<file path="src/rtl/point_source_arbiter.sv">
// Round-robin source arbiter that feeds the point cloud assembler one 4-point group at a time.
// Groups that end early, or whose source stalls too long, are finished with zero pad points.
module point_source_arbiter #(
    parameter int N_SRC   = 4,
    parameter int TIMEOUT = 16
) (
    input  logic                       clk,
    input  logic                       reset,
    input  logic [N_SRC-1:0]           src_valid,
    input  logic [N_SRC*128-1:0]       src_data,
    input  logic [N_SRC-1:0]           src_last,
    output logic [N_SRC-1:0]           src_ready,
    input  logic                       asm_busy,
    output logic [31:0]                pt_x,
    output logic [31:0]                pt_y,
    output logic [31:0]                pt_z,
    output logic [7:0]                 pt_R,
    output logic [7:0]                 pt_G,
    output logic [7:0]                 pt_B,
    output logic [7:0]                 pt_intensity,
    output logic                       pt_valid,
    output logic                       pt_pad,
    output logic [$clog2(N_SRC)-1:0]   grp_src,
    output logic                       grp_done,
    output logic [15:0]                pad_count
);

    localparam int          OW        = $clog2(N_SRC);
    localparam logic [OW:0] N_C       = (OW+1)'(N_SRC);
    localparam logic [7:0]  TIMEOUT_C = 8'(TIMEOUT);

    typedef enum logic [1:0] {S_IDLE, S_STREAM, S_PAD} state_e;

    state_e          state_q, state_d;
    logic [OW-1:0]   owner_q, owner_d;
    logic [OW-1:0]   last_owner_q, last_owner_d;
    logic [1:0]      slot_cnt_q, slot_cnt_d;
    logic [7:0]      idle_cnt_q, idle_cnt_d;
    logic [15:0]     pad_count_q, pad_count_d;
    logic [127:0]    pt_data_q, pt_data_d;
    logic            pt_valid_q, pt_valid_d;
    logic            pt_pad_q, pt_pad_d;
    logic            grp_done_q, grp_done_d;

    logic            sel_valid;
    logic            sel_last;
    logic [127:0]    sel_data;
    logic            any_req;
    logic [OW-1:0]   grant_idx;
    logic [OW:0]     arb_cand;
    logic            accept;
    logic            stall_tick;
    logic            issue_pad;
    logic [7:0]      idle_inc;
    logic            timeout_hit;

    // Owner's channel, picked by comparison so no variable part-select is needed.
    always_comb begin
        sel_valid = 1'b0;
        sel_last  = 1'b0;
        sel_data  = '0;
        for (int i = 0; i < N_SRC; i++) begin
            if (owner_q == OW'(i)) begin
                sel_valid = src_valid[i];
                sel_last  = src_last[i];
                sel_data  = src_data[128*i +: 128];
            end
        end
    end

    // Scan from farthest to nearest so the source right after last_owner wins.
    always_comb begin
        any_req   = 1'b0;
        grant_idx = '0;
        arb_cand  = '0;
        for (int k = N_SRC; k >= 1; k--) begin
            arb_cand = {1'b0, last_owner_q} + (OW+1)'(k);
            if (arb_cand >= N_C) arb_cand = arb_cand - N_C;
            if (src_valid[arb_cand[OW-1:0]]) begin
                any_req   = 1'b1;
                grant_idx = arb_cand[OW-1:0];
            end
        end
    end

    // FSM output process: handshake and issue strobes.
    always_comb begin
        src_ready = '0;
        for (int i = 0; i < N_SRC; i++) begin
            src_ready[i] = (state_q == S_STREAM) && (owner_q == OW'(i)) && !asm_busy;
        end
        accept      = (state_q == S_STREAM) && sel_valid && !asm_busy;
        stall_tick  = (state_q == S_STREAM) && !sel_valid && !asm_busy;
        issue_pad   = (state_q == S_PAD) && !asm_busy;
        idle_inc    = idle_cnt_q + 8'd1;
        timeout_hit = stall_tick && (idle_inc == TIMEOUT_C);
    end

    // NOTE: every signal written here gets a default first, so no path leaves it unassigned and no latch is inferred.
    always_comb begin
        state_d      = state_q;
        owner_d      = owner_q;
        last_owner_d = last_owner_q;
        slot_cnt_d   = slot_cnt_q;
        idle_cnt_d   = idle_cnt_q;
        pad_count_d  = pad_count_q;
        pt_data_d    = pt_data_q;
        pt_valid_d   = 1'b0;
        pt_pad_d     = 1'b0;
        grp_done_d   = 1'b0;

        unique case (state_q)
            S_IDLE: begin
                if (any_req && !asm_busy) begin
                    owner_d    = grant_idx;
                    slot_cnt_d = 2'd0;
                    idle_cnt_d = 8'd0;
                    state_d    = S_STREAM;
                end
            end
            S_STREAM: begin
                if (accept) begin
                    pt_data_d  = sel_data;
                    pt_valid_d = 1'b1;
                    slot_cnt_d = slot_cnt_q + 2'd1;
                    idle_cnt_d = 8'd0;
                    if (slot_cnt_q == 2'd3) begin
                        grp_done_d   = 1'b1;
                        last_owner_d = owner_q;
                        state_d      = S_IDLE;
                    end else if (sel_last) begin
                        state_d = S_PAD;
                    end
                end else if (stall_tick) begin
                    idle_cnt_d = idle_inc;
                    if (timeout_hit) begin
                        if (slot_cnt_q != 2'd0) begin
                            state_d = S_PAD;
                        end else begin
                            last_owner_d = owner_q;
                            state_d      = S_IDLE;
                        end
                    end
                end
            end
            S_PAD: begin
                if (issue_pad) begin
                    pt_data_d  = '0;
                    pt_valid_d = 1'b1;
                    pt_pad_d   = 1'b1;
                    slot_cnt_d = slot_cnt_q + 2'd1;
                    if (pad_count_q != 16'hFFFF) pad_count_d = pad_count_q + 16'd1;
                    if (slot_cnt_q == 2'd3) begin
                        grp_done_d   = 1'b1;
                        last_owner_d = owner_q;
                        state_d      = S_IDLE;
                    end
                end
            end
            default: state_d = S_IDLE;
        endcase
    end

    // NOTE: sequential state uses non-blocking assignments so every register samples pre-edge values.
    always_ff @(posedge clk or negedge reset) begin
        if (!reset) begin
            state_q      <= S_IDLE;
            owner_q      <= '0;
            last_owner_q <= OW'(N_SRC - 1);
            slot_cnt_q   <= 2'd0;
            idle_cnt_q   <= 8'd0;
            pad_count_q  <= 16'd0;
            pt_data_q    <= '0;
            pt_valid_q   <= 1'b0;
            pt_pad_q     <= 1'b0;
            grp_done_q   <= 1'b0;
        end else begin
            state_q      <= state_d;
            owner_q      <= owner_d;
            last_owner_q <= last_owner_d;
            slot_cnt_q   <= slot_cnt_d;
            idle_cnt_q   <= idle_cnt_d;
            pad_count_q  <= pad_count_d;
            pt_data_q    <= pt_data_d;
            pt_valid_q   <= pt_valid_d;
            pt_pad_q     <= pt_pad_d;
            grp_done_q   <= grp_done_d;
        end
    end

    assign pt_x         = pt_data_q[127:96];
    assign pt_y         = pt_data_q[95:64];
    assign pt_z         = pt_data_q[63:32];
    assign pt_R         = pt_data_q[31:24];
    assign pt_G         = pt_data_q[23:16];
    assign pt_B         = pt_data_q[15:8];
    assign pt_intensity = pt_data_q[7:0];
    assign pt_valid     = pt_valid_q;
    assign pt_pad       = pt_pad_q;
    assign grp_done     = grp_done_q;
    assign grp_src      = owner_q;
    assign pad_count    = pad_count_q;

endmodule

</file>
<file path="config.mk">
export PLATFORM = sky130hd
export DESIGN_NAME = point_source_arbiter
export DESIGN_NICKNAME = d
export VERILOG_FILES = /design/src/rtl/point_source_arbiter.sv
export SDC_FILE = /design/constraint.sdc
export NUM_CORES = 1
export LEC_CHECK = 0
export CAP_MARGIN = 40
export CORE_AREA = 4 4 257 259
export CTS_CLUSTER_DIAMETER = 30
export DETAILED_ROUTE_END_ITERATION = 10
export DIE_AREA = 0 0 261 263
export HOLD_SLACK_MARGIN = 0.05
export PLACE_DENSITY = 0.45
export SETUP_SLACK_MARGIN = 0.1
export SYNTH_ARGS = -nofsm -noshare
export SYNTH_HDL_FRONTEND = slang
export SYNTH_SLANG_ARGS = --single-unit
</file>
<file path="constraint.sdc">
create_clock -name clk -period 3.89 [get_ports clk]
set_clock_uncertainty 0.2 [all_clocks]
set_input_delay 0.778 -clock clk [delete_from_list [all_inputs] [get_ports clk]]
set_output_delay 0.778 -clock clk [all_outputs]
set_load 0.02 [all_outputs]
</file>
==> results of run 1 <==
==> worst paths after layout <==
kind,from,endpoint,slack [ps],cells after the start
hold / removal,reset,pad_count[13],110,1
max in group asynchronous,reset,pt_data_q[93],2670,2
hold reg to reg,pt_data_q[13],pt_data_q[13],280,2
min in group clk,pt_data_q[13],pt_data_q[13],280,2
setup reg to reg,state_q[1],pt_data_q[3],1150,9
setup / recovery,state_q[1],src_ready[0],390,5
==> cell families after synthesis <==
group | count (synthesis) | share of synthesized area [%]
adders and majority gates | 9 | 1.076
DFF | 163 | 39.00
and+or+nand+nor | 337 | 16.20
AOI/OAI and AO/OA | 178 | 9.326
muxes | 140 | 28.77
xor gates and xnor gates | 16 | 1.339
buffers and inverters | 93 | 4.292
==> where the power goes <==
group / internal, W / total, W / switching, W
logic: 0.00377 / 0.00775 / 0.00398
registers: 0.00247 / 0.00297 / 0.000501
clock network: 0.00103 / 0.00183 / 0.000806
total: 0.00727 / 0.0126 / 0.00528
==> flip-flops by register name, summed over array words and instances, names as in the netlist <==
| signal | cells |
|---|---|
| pt_data_q | 128 |
| pad_count | 16 |
| idle_cnt_q | 8 |
| grp_src | 2 |
| last_owner_q | 2 |
| slot_cnt_q | 2 |
| state_q | 2 |
| grp_done | 1 |
| pt_pad | 1 |
| pt_valid | 1 |
==> through the flow <==
| stage | setup WS (ps) | instances |
|---|---|---|
| 6_report | 394.0 | 2443 |
| 5_1_grt | 211.3 | 2440 |
| 4_1_cts | 131.0 | 2438 |
| 3_5_place_dp | 426.3 | 2406 |
| 3_3_place_gp | 451.8 | 2406 |
| 2_1_floorplan | 1238 | 936 |
==> metal layers <==
layer  vias to the layer above  track usage, %
met5                         -               0
met4                         2           3.752
met3                        33           3.396
met2                       357           23.73
met1                      4803           16.36
li1                       4690               -
==> cell type report <==
| cell class | instances | area, sq um | area share, % |
|---|---|---|---|
| Timing Repair Buffer | 696 | 7003 | 37.24 |
| Multi-Input combinational cell | 680 | 5966 | 31.73 |
| Sequential cell | 163 | 4089 | 21.75 |
| Tap cell | 855 | 1070 | 5.689 |
| Clock buffer | 17 | 425.4 | 2.262 |
| Clock inverter | 15 | 192.7 | 1.025 |
| Inverter | 12 | 45.04 | 0.2396 |
| Antenna cell | 5 | 12.51 | 0.06654 |
==> cell usage in the layout, fill, tap and decap left out, drive strengths merged, types with 3 or more instances in the layout <==
cell and instances:
o31ai 5, diode 5, buf 22, mux2 6, nand4 7, and4 3, bufinv 3, nand3 14
clkinv 3, nor2b 3, mux4 128, a31oi 3, a21oi 5, clkdlybuf4s50 674, o21ai 148, nand2b 132
xnor2 13, mux2i 6, xor2 3, ha 9, nor2 15, inv 19, dfrtp 161, nand2 145
clkbuf 17, and3 4, nor3 7
==> impl_metrics.yaml, run 1 <==
worst_setup_path:
  cpPeakStageDelay_ps: 640
  path_delay_family: "buffers and inverters"
  endpoint_kind: "output pin"
  cp_data_arrival_time_ps: 2520
  crit_chain: "inv_1, ha_2, nor2b_2, nor3b_1, clkdlybuf4s50_1"
  setup.worst_path.start_class: "flip-flop"
  worst_ep_required_time_ps: 2910
  crit_buf_inv: 2
  crit_slowest_cell: "clkdlybuf4s50_1"
  critPathKind: "reg2out"
  worstPathMaxFanout: 12
clock_tree:
  root_buffer: "clkbuf_16"
  clock_path_buffers: 2
  hold_buffers: 0
  clock_latency_ps: 470
  cts_sinks: 163
  htreeDepth: 4
  numCtsBuffers: 17
  clk_pin_slew_worst_paths_ps: 70
  cts_tree: "yes"
  cts_resized: 0
  post_cts_buffers: 0
yosys:
  synth_cell_types: 49
  synthArstFlopShare_pct: 100.0
  synth_edf_count: 0
  synth.area.top_cells: "dfrtp_1 (38%), mux4_2 (28%), nand2b_1 (7.9%)"
  synth_common_cells: "dfrtp_1 (161), nand2_1 (144), o21ai_0 (138)"
  synth_warnings: 0
  ys_seq_area_share_pct: 39.00
  yosys.area.top_type: "dfrtp_1"
  avgSynthCellArea_sq_um: 11.18
  yosysMostFrequentCell: "dfrtp_1"
  synth_cells: 936
  yosysTopAreaCellShare_pct: 38.50
  synthFlopType: "dfrtp_1"
  synth_nets: 1468
  ys_seq_elements: 163
  synth_area_sq_um: 10470
layout:
  drive_gt1_share_pct: 12.57
  final_cell_area_sq_um: 18800
  fin_nets: 2102
  fillers: 6511
  area_delta_synth_final_pct: 79.67
  final_util_pct: 29.43
route:
  met2WireLength_mm: 24.69
  drt-initial-drc-count: 377
  wl_per_cell_um: 19.58
  ant_nets: 0
  vias: 9885
  wirelength_mm: 47.83
  dr.pass1.iters: 5
  routedLengthMet1_mm: 19.16
  drc: 0
  vias_per_cell: 4.046
  routed.top_layer: "met5"
  dr_wl_met3_mm: 3.246
timing:
  period_share_pct: 89.87
  worstMarginPinSlew_ps: 736.3
  rsz0062_at_grt: "false"
  slew_headroom_pct: 50.91
  setup_viol: 0
  drv_slew: 0
  fmax_mhz: 286.0
  holdWs_ps: 108.1
  period_needed_ps: 3496
  setup_tns_ps: 0
  finalHoldViolations: 0
run:
  maxCapViolations: 0
global_routing:
  track_usage_pct: 13.51
  grt_pass1_vias: 10500
  overflow: 0
  grt_pass1_wl_mm: 69.51
  grt_max_degree: 76
  antenna_found_initial: 5
floorplanning:
  dieArea_sq_um: 68640
  die_w_um: 261
  io_pins: 676
  initial_core_util_pct: 16.38
  fp.dieH_um: 263
  rows: 93
  coreArea_sq_um: 63880
place:
  routabilityCongestion: 0.8474
  placed_area_sq_um: 18170
  dpl.hpwl_mm: 39.11
  io_buffers: 675
power_and_ir_drop:
  peakVddDrop_uv: 385.5
  powerDensity_nw_per_um2: 667.7
  p_leak_nw: 7.248
  finalPower_w: 0.01255
hold_path:
  holdCritPathClass: "in2async"
status:
  status: "finished, final reports clean"
Power figures use the tool's default switching activity.
==> inputs of run 2 (changes only) <==
==> config.mk (replaced) <==
export PLATFORM = sky130hd
export DESIGN_NAME = point_source_arbiter
export DESIGN_NICKNAME = d
export VERILOG_FILES = /design/src/rtl/point_source_arbiter.sv
export SDC_FILE = /design/constraint.sdc
export NUM_CORES = 1
export LEC_CHECK = 0
export CORE_AREA = 2 2 263 265
export CTS_CLUSTER_DIAMETER = 30
export DETAILED_ROUTE_END_ITERATION = 10
export DIE_AREA = 0 0 265 267
export HOLD_SLACK_MARGIN = 0.05
export PLACE_DENSITY = 0.43
export SETUP_SLACK_MARGIN = 0.02
export SYNTH_ARGS = -nofsm -noshare
export SYNTH_HDL_FRONTEND = slang
export SYNTH_SLANG_ARGS = --single-unit
==> impl_metrics.yaml, run 2 (same netlist as run 1, synthesis figures left out) <==
timing:
  setup_tns_ps: 0
  period_needed_ps: 3603
  finalHoldViolations: 0
  rsz0062_at_grt: "false"
  setup_viol: 0
  fmax_mhz: 277.5
  holdWs_ps: 278.6
  period_share_pct: 92.62
  worstMarginPinSlew_ps: 634.5
  drv_slew: 0
  slew_headroom_pct: 57.70
layout:
  fin_nets: 2101
  final_cell_mix: "clkdlybuf4s50_1 (674), dfrtp_1 (159), nand2_1 (144)"
  largest_reg_flops: 128
  final_cell_area_sq_um: 18750
  multi_input_area_sq_um: 5961
  area_delta_synth_final_pct: 79.21
  stdcell_count: 2464
  top_register: "pt_data_q"
  regArea_sq_um: 4089
  antenna_cells: 0
  drive_gt1_share_pct: 12.33
  fillers: 7036
  layout_commonest_cell: "clkdlybuf4s50_1"
power_and_ir_drop:
  swShare_pct: 42.86
  clock_power_share_pct: 13.8
  p_leak_nw: 7.214
  intPower_w: 0.007114
  power.switching_w: 0.005335
  finalPower_w: 0.01245
  peakVddDrop_uv: 258.5
  powerDensity_nw_per_um2: 663.8
  pwr-share-comb_pct: 61.9
  power_frac_seq_pct: 24.2
place:
  io_buffers: 675
  place_inst: 2431
  dpl.hpwl_mm: 38.68
  placed_area_sq_um: 18160
  routabilityCongestion: 0.8173
floorplanning:
  rows: 96
  io_pins: 676
  dieArea_sq_um: 70760
  fp.dieH_um: 267
  coreArea_sq_um: 67990
  initial_core_util_pct: 15.39
  die_w_um: 265
clock_tree:
  htreeDepth: 4
  clock_latency_ps: 470
  root_buffer: "clkbuf_16"
  clk_pin_slew_worst_paths_ps: 70
  post_cts_buffers: 0
  cts_sinks: 163
  clock_path_buffers: 2
  cts_resized: 0
  cts_tree: "yes"
  numCtsBuffers: 17
worst_setup_path:
  setup.worst_path.start_class: "flip-flop"
  crit_chain: "inv_1, ha_1, nor2b_1, nor3b_1, clkdlybuf4s50_1"
  cpPeakStageDelay_ps: 630
  crit_buf_inv: 2
  worst_ep_required_time_ps: 2910
  worstPathMaxFanout: 12
  crit_slowest_cell: "clkdlybuf4s50_1"
  cp_data_arrival_time_ps: 2620
  endpoint_kind: "output pin"
  critPathKind: "reg2out"
  path_delay_family: "buffers and inverters"
route:
  drc: 0
  vias: 9882
  wirelength_mm: 47.61
  vias_per_cell: 4.011
  dr.pass1.iters: 4
  wl_per_cell_um: 19.32
  drt-initial-drc-count: 398
  ant_nets: 0
status:
  status: "finished, final reports clean"
global_routing:
  grt_max_degree: 91
  grt_pass1_vias: 10410
  track_usage_pct: 13.09
  grt_pass1_wl_mm: 68.87
  antenna_found_initial: 4
  overflow: 0
hold_path:
  holdCritPathClass: "reg2reg"
run:
  maxCapViolations: 0
==> run 2: cell count changes in the layout (fill, tap and decap cells not counted), sizes merged <==
cell	delta
buf	-3
diode	-5
clkinvlp	+1
dlygate4sd3	+1
bufinv	-2
clkbuf	+2
==> run 2: final timing paths <==
path | from | cells past startpoint | endpoint | slack, ps
hold / removal | pt_data_q[34] | 2 | pt_data_q[34] | 280
max in group asynchronous | reset | 3 | pt_data_q[98] | 1930
hold reg to reg | pt_data_q[34] | 2 | pt_data_q[34] | 280
setup / recovery | state_q[1] | 5 | src_ready[0] | 290
min in group asynchronous | reset | 2 | pad_count[8] | 630
setup reg to reg | state_q[1] | 9 | pt_data_q[91] | 1050
==> run 2: per-stage QoR <==
step / setup WS [ps] / utilization (%)
2_1_floorplan: 1238 / -
3_3_place_gp: 539.6 / 26.72
3_5_place_dp: 567.1 / 26.72
4_1_cts: 217.0 / 27.59
5_1_grt: 72.93 / 27.59
6_report: 287.0 / 27.59
==> run 2: repair_timing <==
item / 4_1_cts / 5_1_grt
hold endpoints to repair: 8 / 0
endpoints found under the setup margin: 0 / 0
hold buffers: 1 / 0
==> run 2: layout make-up <==
type                    count  area share, %
clock buffers              18          2.342
clock inverters            14         0.7539
inverters                  12         0.2402
multi-input cells         680          31.78
flip-flops and latches    163          21.80
well taps                 882          5.884
repair buffers            695          37.19
==> run 2: tightest hold or removal path, stage by stage, from the launching register on <==
cell and delay, ps:
dfrtp_1 340, nand2_1 40, o21ai_0 60
==> run 2: routing by layer <==
layer	share of wire (%)	track usage (%)	vias to the layer above
li1	-	-	4684
met1	42	16.21	4848
met2	51	22.74	319
met3	5.4	3.340	27
met4	1.1	3.039	4
met5	0.053	0	-
==> run 2: power groups by stage <==
| stage | clock (W) | combinational, W | sequential (W) |
|---|---|---|---|
| 2_1_floorplan | 0 | 0.00402 | 0.00366 |
| 3_3_place_gp | 0 | 0.00786 | 0.00304 |
| 3_5_place_dp | 0 | 0.00792 | 0.00306 |
| 5_1_grt | 0.00189 | 0.00843 | 0.00313 |
| 6_report | 0.00172 | 0.00771 | 0.00302 |
| 4_1_cts | 0.00183 | 0.00793 | 0.00304 |
==> inputs of run 3 (changes only) <==
--- a/config.mk
+++ b/config.mk
@@ -6,7 +6,7 @@
 export NUM_CORES = 1
 export LEC_CHECK = 0
 export CORE_AREA = 2 2 263 265
-export CTS_CLUSTER_DIAMETER = 30
+export CTS_CLUSTER_DIAMETER = 150
 export DETAILED_ROUTE_END_ITERATION = 10
 export DIE_AREA = 0 0 265 267
 export HOLD_SLACK_MARGIN = 0.05
==> results of run 3 <==
The final DEF is identical to that of run 2; final timing and power are the same.
